--- config.mk ---
export PLATFORM = sky130hd
export DESIGN_NAME = button_event_arbiter
export DESIGN_NICKNAME = d
export VERILOG_FILES = /design/src/rtl/bopit_pkg.sv /design/src/rtl/button_event_arbiter_rr.sv /design/src/rtl/button_event_arbiter.sv
export SDC_FILE = /design/constraint.sdc
export NUM_CORES = 1
export LEC_CHECK = 0
export ABC_AREA = 1
export BUFFER_PORTS_ARGS = -buffer_cell sky130_fd_sc_hd__buf_2
export CAP_MARGIN = 20
export CORE_ASPECT_RATIO = 1.2
export CORE_MARGIN = 5
export CORE_UTILIZATION = 40
export CTS_CLUSTER_SIZE = 8
export DETAILED_ROUTE_END_ITERATION = 8
export SYNTH_ARGS = -nofsm -noshare
export SYNTH_HDL_FRONTEND = slang
export SYNTH_SLANG_ARGS = --single-unit
--- constraint.sdc ---
create_clock -name clk -period 3.5 [get_ports clk]
set_input_delay 0.35 -clock clk [delete_from_list [all_inputs] [get_ports clk]]
set_output_delay 0.35 -clock clk [all_outputs]
set_load 0.05 [all_outputs]
--- src/rtl/bopit_pkg.sv ---
// Shared types and constants for the button input path of the game.
package bopit_pkg;

    localparam int unsigned NUM_BTN_DEFAULT = 4;

    typedef enum logic {
        IDLE,
        PRESENT
    } arb_state_t;

    localparam int unsigned BTN_BOP   = 0;
    localparam int unsigned BTN_TWIST = 1;
    localparam int unsigned BTN_PULL  = 2;
    localparam int unsigned BTN_SPIN  = 3;

endpackage

--- src/rtl/button_event_arbiter_rr.sv ---
// Combinational round-robin arbiter: first set request at or after ptr, wrapping.
module rr_arbiter #(
    parameter  int unsigned NUM_BTN = 4,
    localparam int unsigned IDW     = $clog2(NUM_BTN)
) (
    input  logic [NUM_BTN-1:0] req,
    input  logic [IDW-1:0]     ptr,
    output logic [NUM_BTN-1:0] gnt_onehot,
    output logic [IDW-1:0]     gnt_idx,
    output logic               gnt_any
);

    localparam int unsigned SW = IDW + 1;

    logic [NUM_BTN-1:0] rot;
    logic [IDW-1:0]     off;
    logic [SW-1:0]      sum;

    // Rotate the doubled request vector so bit 0 is the ptr position.
    always_comb begin
        rot = NUM_BTN'({req, req} >> ptr);
        off = '0;
        for (int j = NUM_BTN - 1; j >= 0; j--) begin
            if (rot[j]) begin
                off = IDW'(j);
            end
        end
        sum = SW'(ptr) + SW'(off);
        if (sum >= SW'(NUM_BTN)) begin
            sum = sum - SW'(NUM_BTN);
        end
        gnt_idx    = IDW'(sum);
        gnt_any    = |req;
        gnt_onehot = gnt_any ? (NUM_BTN'(1) << gnt_idx) : '0;
    end

endmodule

--- src/rtl/button_event_arbiter.sv ---
// Turns debounced button levels into a one-at-a-time stream of press events
// with sticky pending requests and round-robin service.
module button_event_arbiter
    import bopit_pkg::*;
#(
    parameter  int unsigned NUM_BTN = NUM_BTN_DEFAULT,
    localparam int unsigned IDW     = $clog2(NUM_BTN)
) (
    input  logic               clk,
    input  logic               rst,
    input  logic [NUM_BTN-1:0] btn_db,
    input  logic               enable,
    output logic               evt_valid,
    output logic [IDW-1:0]     evt_id,
    input  logic               evt_ready,
    output logic               overrun,
    output logic [NUM_BTN-1:0] pending
);

    arb_state_t         state, state_n;
    logic [NUM_BTN-1:0] prev;
    logic [NUM_BTN-1:0] rise;
    logic [NUM_BTN-1:0] pending_n;
    logic [NUM_BTN-1:0] gnt_onehot;
    logic [NUM_BTN-1:0] gnt_c;
    logic [IDW-1:0]     gnt_idx;
    logic               gnt_any;
    logic [IDW-1:0]     ptr, ptr_n;
    logic [IDW-1:0]     evt_id_n;
    logic               evt_valid_n;
    logic               overrun_n;

    assign rise = btn_db & ~prev;

    rr_arbiter #(.NUM_BTN(NUM_BTN)) u_rr (
        .req        (pending),
        .ptr        (ptr),
        .gnt_onehot (gnt_onehot),
        .gnt_idx    (gnt_idx),
        .gnt_any    (gnt_any)
    );

    // History resets to all ones so buttons held through reset never fire.
    always_ff @(posedge clk or posedge rst) begin
        if (rst) begin
            state     <= IDLE;
            prev      <= '1;
            pending   <= '0;
            ptr       <= '0;
            evt_valid <= 1'b0;
            evt_id    <= '0;
            overrun   <= 1'b0;
        end else begin
            state     <= state_n;
            prev      <= btn_db;
            pending   <= pending_n;
            ptr       <= ptr_n;
            evt_valid <= evt_valid_n;
            evt_id    <= evt_id_n;
            overrun   <= overrun_n;
        end
    end

    always_comb begin
        state_n     = state;
        ptr_n       = ptr;
        evt_valid_n = evt_valid;
        evt_id_n    = evt_id;
        gnt_c       = '0;
        case (state)
            IDLE: begin
                if (enable && gnt_any) begin
                    gnt_c       = gnt_onehot;
                    evt_valid_n = 1'b1;
                    evt_id_n    = gnt_idx;
                    ptr_n       = (gnt_idx == IDW'(NUM_BTN - 1)) ? '0 : gnt_idx + IDW'(1);
                    state_n     = PRESENT;
                end
            end
            PRESENT: begin
                if (evt_ready) begin
                    evt_valid_n = 1'b0;
                    state_n     = IDLE;
                end
            end
            default: state_n = IDLE;
        endcase
        // A granted bit clears unless a fresh press arrives in the same cycle.
        pending_n = enable ? ((pending & ~gnt_c) | rise) : '0;
        overrun_n = enable & (|(rise & pending & ~gnt_c));
    end

endmodule
# ---- Word-level counts from Yosys, hierarchy flattened
# Index checks and enable logic that the tools add are counted.
dict set report word_totals {
  mem_bits_ro 0
  reg_bits 15
  out_inout_bits 8
  ram_bits 0
  inputBits 8
  latchBits 0
  memories 0
  elab_cells 46
}
dict set report op_classes {
  n_shift 2
  multipliers 0
  reduce_logical 5
  magnitude_cmp 1
  bitwise 9
  n_eq_ne 3
  n_addsub 3
  mux 16
  div 0
}
# op count
set ops {}
lappend ops {{4-bit AND} 4}
lappend ops {{4-bit 2-to-1 mux} 4}
lappend ops {{2-bit 2-to-1 mux} 6}
lappend ops {{4-bit inverter} 2}
lappend ops {{4-bit OR reduction} 2}
lappend ops {{8-bit by 2-bit >> shifter with 4-bit output} 1}
lappend ops {{1-bit 2-to-1 mux} 4}
lappend ops {{2-bit inequality test, second input constant} 2}
lappend ops {{4-bit OR} 1}
lappend ops {{1-bit case mux with 2 select lines} 2}
lappend ops {{2-bit AND reduction} 2}
lappend ops {{1-bit by 2-bit left shift with 4-bit output, first input constant} 1}
lappend ops {{2-bit by 2-bit adder with 3-bit output} 1}
lappend ops {{3-bit >= comparator, second input constant} 1}
lappend ops {{2-bit by 1-bit adder with 2-bit output, second input constant} 1}
lappend ops {{2-bit equality test, second input constant} 1}
lappend ops {{2-bit by 1-bit subtractor with 2-bit output, second input constant} 1}
lappend ops {{1-bit AND} 1}
lappend ops {{1-bit logical AND} 1}
lappend ops {{1-bit inverter} 1}

# ---- Depth between registers and ports, before layout
dict set report depth {
  depth_word 16
  mapped_depth 18
  depth_no_buf 18
}

# ---- Hierarchy
# Synthesis repeated with hierarchy kept, for this count alone.
dict set report unflattened {
  hier_cells 116
  hier_area_um2 860.8
}
# module area_per_inst_um2 cells_per_inst seq_area_each_um2 n_inst
set modules_own_cells {}
lappend modules_own_cells {button_event_arbiter 639.4 72 380.4 1}
lappend modules_own_cells {rr_arbiter 221.5 44 0.0 1}

# ---- Worst setup path before layout
# No wires, ideal clock.
dict set report synth_path {
  path_kind {reg2reg}
  startpoint {reg pending[1]}
  endpoint {reg overrun}
  stages_incl_launch_ff 18
  setup_ns 0.071
  t_arrival_ns 2.613
  required_ns 3.429
  setup_slack_ns 0.816
  n_path_buf 0
  synth_period_minus_slack_ns 2.684
  path_cell_list {dfrtp_1 -> nand2_1 -> nand3_1 -> nand2_1 -> nand3_1 -> a21boi_0 -> ha_1 -> xnor2_1 -> inv_1 -> nand2_4 -> nand2_4 -> ha_1 -> inv_1 -> o21ai_0 -> or2_2 -> nand3_1 -> nor2_1 -> nor2_1}
}
dict set report synth_via {
  elab_chain_len 16
  word_cells_on_any_way 20
  classes_between {add/sub: 2; order compare: 1; shift: 2; mux: 8; bitwise: 4; reduce/logical: 3}
}
# item line_no
set synth_lines {}
lappend synth_lines {{from (decl)} button_event_arbiter.sv:17} ;# output logic [NUM_BTN-1:0] pending
lappend synth_lines {{from (signal assigned)} button_event_arbiter.sv:56} ;# pending <= pending_n;
lappend synth_lines {{8-bit by 2-bit >> shifter with 4-bit output} button_event_arbiter_rr.sv:21} ;# rot = NUM_BTN'({req, req} >> ptr);
lappend synth_lines {{2-bit 2-to-1 mux (4 in series)} button_event_arbiter_rr.sv:24} ;# if (rot[j]) begin
lappend synth_lines {{2-bit by 2-bit adder with 3-bit output} button_event_arbiter_rr.sv:28} ;# sum = SW'(ptr) + SW'(off);
lappend synth_lines {{3-bit >= comparator / 2-bit by 1-bit subtractor with 2-bit output (equally long branches)} {button_event_arbiter_rr.sv:29, button_event_arbiter_rr.sv:30}}
lappend synth_lines {{2-bit 2-to-1 mux} button_event_arbiter_rr.sv:29} ;# if (sum >= SW'(NUM_BTN)) begin
lappend synth_lines {{1-bit by 2-bit left shift with 4-bit output} button_event_arbiter_rr.sv:34} ;# gnt_onehot = gnt_any ? (NUM_BTN'(1) << gnt_idx) : '0;
lappend synth_lines {{4-bit 2-to-1 mux} button_event_arbiter_rr.sv:34}
lappend synth_lines {{4-bit 2-to-1 mux} button_event_arbiter.sv:72} ;# if (enable && gnt_any) begin
lappend synth_lines {{4-bit 2-to-1 mux} button_event_arbiter.sv:70} ;# case (state)
lappend synth_lines {{4-bit inverter} button_event_arbiter.sv:90} ;# overrun_n = enable & (|(rise & pending & ~gnt_c));
lappend synth_lines {{4-bit AND *} button_event_arbiter.sv:90}
lappend synth_lines {{4-bit OR reduction *} button_event_arbiter.sv:90}
lappend synth_lines {{1-bit AND *} button_event_arbiter.sv:90}
lappend synth_lines {{via overrun_n} button_event_arbiter.sv:31} ;# logic overrun_n;
lappend synth_lines {{to (signal assigned)} button_event_arbiter.sv:60} ;# overrun <= overrun_n;
lappend synth_lines {{to (decl)} button_event_arbiter.sv:16} ;# output logic overrun,
# Mark *: on every way through the listed nets, which the timed path passes. The rest lies on a longest branch.
# A chain may end at the register's enable or synchronous reset.

# ---- Final worst setup path
dict set report layout_path {
  startpoint {reg ptr[0]}
  endpoint {reg overrun}
}
dict set report layout_via {
  elab_chain_len 16
  word_cells_on_any_way 17
  classes_between {add/sub: 2; order compare: 1; shift: 2; mux: 8; bitwise: 3; reduce/logical: 1}
}
# item line_no
set layout_lines {}
lappend layout_lines {{from (decl)} button_event_arbiter.sv:28} ;# logic [IDW-1:0] ptr, ptr_n;
lappend layout_lines {{from (signal assigned)} button_event_arbiter.sv:57} ;# ptr <= ptr_n;
lappend layout_lines {{8-bit by 2-bit >> shifter with 4-bit output} button_event_arbiter_rr.sv:21}
lappend layout_lines {{2-bit 2-to-1 mux (4 in series)} button_event_arbiter_rr.sv:24}
lappend layout_lines {{2-bit by 2-bit adder with 3-bit output *} button_event_arbiter_rr.sv:28}
lappend layout_lines {{3-bit >= comparator / 2-bit by 1-bit subtractor with 2-bit output (equally long branches)} {button_event_arbiter_rr.sv:29, button_event_arbiter_rr.sv:30}}
lappend layout_lines {{2-bit 2-to-1 mux *} button_event_arbiter_rr.sv:29}
lappend layout_lines {{1-bit by 2-bit left shift with 4-bit output *} button_event_arbiter_rr.sv:34}
lappend layout_lines {{4-bit 2-to-1 mux *} button_event_arbiter_rr.sv:34}
lappend layout_lines {{4-bit 2-to-1 mux *} button_event_arbiter.sv:72}
lappend layout_lines {{4-bit 2-to-1 mux *} button_event_arbiter.sv:70}
lappend layout_lines {{4-bit inverter *} button_event_arbiter.sv:90}
lappend layout_lines {{4-bit AND *} button_event_arbiter.sv:90}
lappend layout_lines {{4-bit OR reduction *} button_event_arbiter.sv:90}
lappend layout_lines {{1-bit AND *} button_event_arbiter.sv:90}
lappend layout_lines {{via overrun_n} button_event_arbiter.sv:31}
# Marked as above.

==> summary.md <==
| Metric | Value |
|---|---|
| Number of cells on the critical path | `18` |
| Fraction of layout instances using a drive strength above 1 | `28.0%` |
| GR Util met2 | `22.9%` |
| Sum Neg Setup Slack | `0 ns` |
| Ranking of synthesized cells by area | `dfrtp_1, dfstp_2, nand2_1, nand3_1, inv_1` |
| Most frequent CP cell | `nand3_1` |
| Critical Path Fanout Max | `6` |
| Vias in the first global route | `699` |
| PnR Total Power | `0.000841 W` |
| Tcrit/Tclk final | `73.8%` |
| CP Class | `reg -> reg` |
| Synth top area share | `33.1%` |
| Post-synth EDFFs | `0` |
| Setup violation total in the final timing report | `0` |
| Post-Syn Instances | `106` |
| Post-Syn Area per Cell | `7.84 sq um` |
| Xor/xnor share of the synthesized area | `1.05%` |
| Starting density of the core | `41.0%` |
| YS warnings | `0` |
| Crit path max-delay family | `simple AND/OR/NAND/NOR gates` |
| Hold_buf cts | `0` |
| Initial antenna violation count | `0` |
| Die height | `59.9 um` |
| CTS Buffer Depth | `2` |
| I/O Buffers | `15` |
| Total clock sinks | `15` |
| Inserted Clock Buffers | `3` |
| GRT busiest layer | `met2` |
| PD cells | `879 mW/mm^2` |
| Fraction of registers with async set/reset | `100%` |
| Top cells by count, synth | `nand2_1, inv_1, nand3_1` |
| Vias post-DR | `694` |
| CTS resizes | `0` |
| Switching pwr | `0.000424 W` |
| CTS tree | `yes` |
| Register area share after synthesis | `45.8%` |
| Max-Cap Viols | `0` |
| Vias per cell | `4.79` |
| Residual DRC count | `0` |
| Mapped cell area | `831 sq um` |
| Run status | `completed` |
| VDD IR max | `0.402 mV` |
| Reg2Reg Depth | `18` |
| # diodes | `0` |
| Clock latency on the worst-skew pair | `0.28 ns` |
| Largest net degree at the start of global routing | `16` |
| Sw Share | `50.4%` |
| RSZ-0062 raised after global routing | `false` |
| Worst slew margin relative to its limit | `62.6%` |
| Final critical-path required period | `2.58 ns` |
| Arrival @ worst endpoint | `2.80 ns` |
| First-pass GRT wire length | `2.86 mm` |
| Compound-Gate Fraction of Synth Area | `6.33%` |
| Post-synthesis mux area share | `0%` |
| HP Class | `in -> async` |
| Power share of the clock group | `11.4%` |
| Clock skew | `0.000442 ns` |
| Cell Rows | `18` |
| Comb power frac | `58.9%` |
| H-tree depth | `1` |
| Post-Syn Nets | `116` |
| GR Layer Usage met3 | `1.50%` |
| Drt total wl | `1.58 mm` |
| Unique masters post-synth | `18` |
| CP Launch Type | `flop` |
| Fin. max-slew vios | `0` |
| Net count reported at finish | `136` |
| Global placement routability congestion | `0.754` |
| Worst Setup End Kind | `flop` |
| Grt met1 use | `13.6%` |
| 1st-iter DRT viols | `10` |
| Total GRT Usage | `12.6%` |
| Clock Tree Root | `clkbuf_4` |
| Top FF cell, synth | `dfrtp_1` |
| Area of the core | `0.00203 sq mm` |
| Sequential Power Share | `29.6%` |
| Synth Area in Simple Gates | `35.5%` |
| Area delta synth->final | `15.2%` |
| Main combinational cell family by area after synthesis | `simple AND/OR/NAND/NOR gates` |
| Slew @ Worst Pin | `0.560 ns` |
| Int Pwr | `0.000418 W` |
| Worst path cell trace | `inv_2, nand2_1, nand3_1, nand2_1, nand3_1, a21boi_0, ha_1, xnor2_1, inv_1, nand2_4, nand2_4, ha_1, inv_1, o21ai_0, or2_2, nand3_1, nor2_1, nor2_1` |
| Routed len/inst | `10.9 um` |
| Setup bufs post-CTS | `0` |
| Detailed Routing Iterations Pass 1 | `4` |
| Post-DP HPWL | `1.30 mm` |
| Worst EP required | `3.72 ns` |
| Biggest area consumer among synthesized cells | `dfrtp_1` |
| Yosys reg bits | `15` |
| Worst path max stage delay | `0.44 ns` |
| Die W | `51.6 um` |
| Final Hold Vio Count | `0` |
| Ports | `16` |
| Grt ovf | `0` |
| Die area | `0.00309 sq mm` |
| Clock slew at reported path FFs | `0.08 ns` |
| Adder-cell share of the synthesized area | `3.01%` |
| Count leader, synth | `nand2_1` |
| Pleak | `0.509 nW` |
| CP Buf/Inv Count | `3` |
| Routed Antenna Nets | `0` |
| CP max stage cell | `dfrtp_1` |
| Max Freq | `387 MHz` |
-- cell usage in the layout, fill, tap and decap left out --
cell	count
nand3_2	2
o21ai_0	4
dfrtp_1	11
a21boi_0	1
nand2_4	2
xnor2_1	1
nand2_1	26
or2_2	1
buf_2	15
clkbuf_4	3
clkinv_2	1
ha_1	2
nand2_2	4
inv_1	15
nand3_4	1
nand3_1	13
inv_2	2
dfstp_2	4
a21oi_1	5
nor2_1	11
clkbuf_1	1
-- metrics by stage --
step | cell area [sq um] | instances | hold slack (ns) | setup slack, ns | utilization (%)
2_1_floorplan | 831 | 106 | 0.249 | 0.816 | -
3_3_place_gp | 931 | 141 | 0.424 | 0.952 | 45.9
3_5_place_dp | 931 | 141 | 0.425 | 0.906 | 45.9
4_1_cts | 957 | 145 | 0.112 | 0.887 | 47.2
5_1_grt | 957 | 145 | 0.140 | 0.614 | 47.2
6_report | 957 | 145 | 0.104 | 0.916 | 47.2
-- cell families after synthesis --
kind of cell | after synthesis
buffers and inverters | 18
flip-flops | 15
XOR/XNOR | 1
AND/OR/NAND/NOR | 60
AO/OA/AOI/OAI | 10
adder cells (fa/ha/maj) | 2
-- state kept, by name, summed over array words and instances, names as in the netlist --
signal and cells:
evt_id 2, evt_valid 1, overrun 1, pending 4, prev 4, ptr 2, state 1
-- final timing paths --
kind | slack, ns | startpoint | endpoint
setup / recovery | 0.92 | ptr[0] | overrun
max in group asynchronous | 3.03 | rst | prev[1]
hold reg to reg | 0.44 | state | evt_valid
min in group clk | 0.17 | btn_db[3] | prev[3]
setup reg to reg | 0.92 | ptr[0] | overrun
hold / removal | 0.10 | rst | state
-- power by group through the flow --
| stage | clock (W) | combinational, W | sequential (W) |
|---|---|---|---|
| CTS | 0.000101 | 0.000503 | 0.000250 |
| finish | 0.0000962 | 0.000496 | 0.000249 |
| detailed placement | 0 | 0.000502 | 0.000254 |
| global placement | 0 | 0.000490 | 0.000251 |
| floorplan | 0 | 0.000336 | 0.000323 |
| global route | 0.000111 | 0.000561 | 0.000258 |
-- routing by layer --
metal / routed length, um / vias to the layer above
met5: 0 / -
met4: 48 / 0
met3: 40 / 5
met2: 791 / 9
met1: 697 / 311
li1: - / 369
-- final cells by class --
class | instances | area, sq um
Clock buffer | 4 | 26.3
Sequential cell | 15 | 380
Timing Repair Buffer | 15 | 75.1
Tap cell | 20 | 25.0
Fill cell | 206 | 1070
Multi-Input combinational cell | 73 | 382
Inverter | 18 | 68.8
Note: power is estimated with default switching activity, not from simulation.
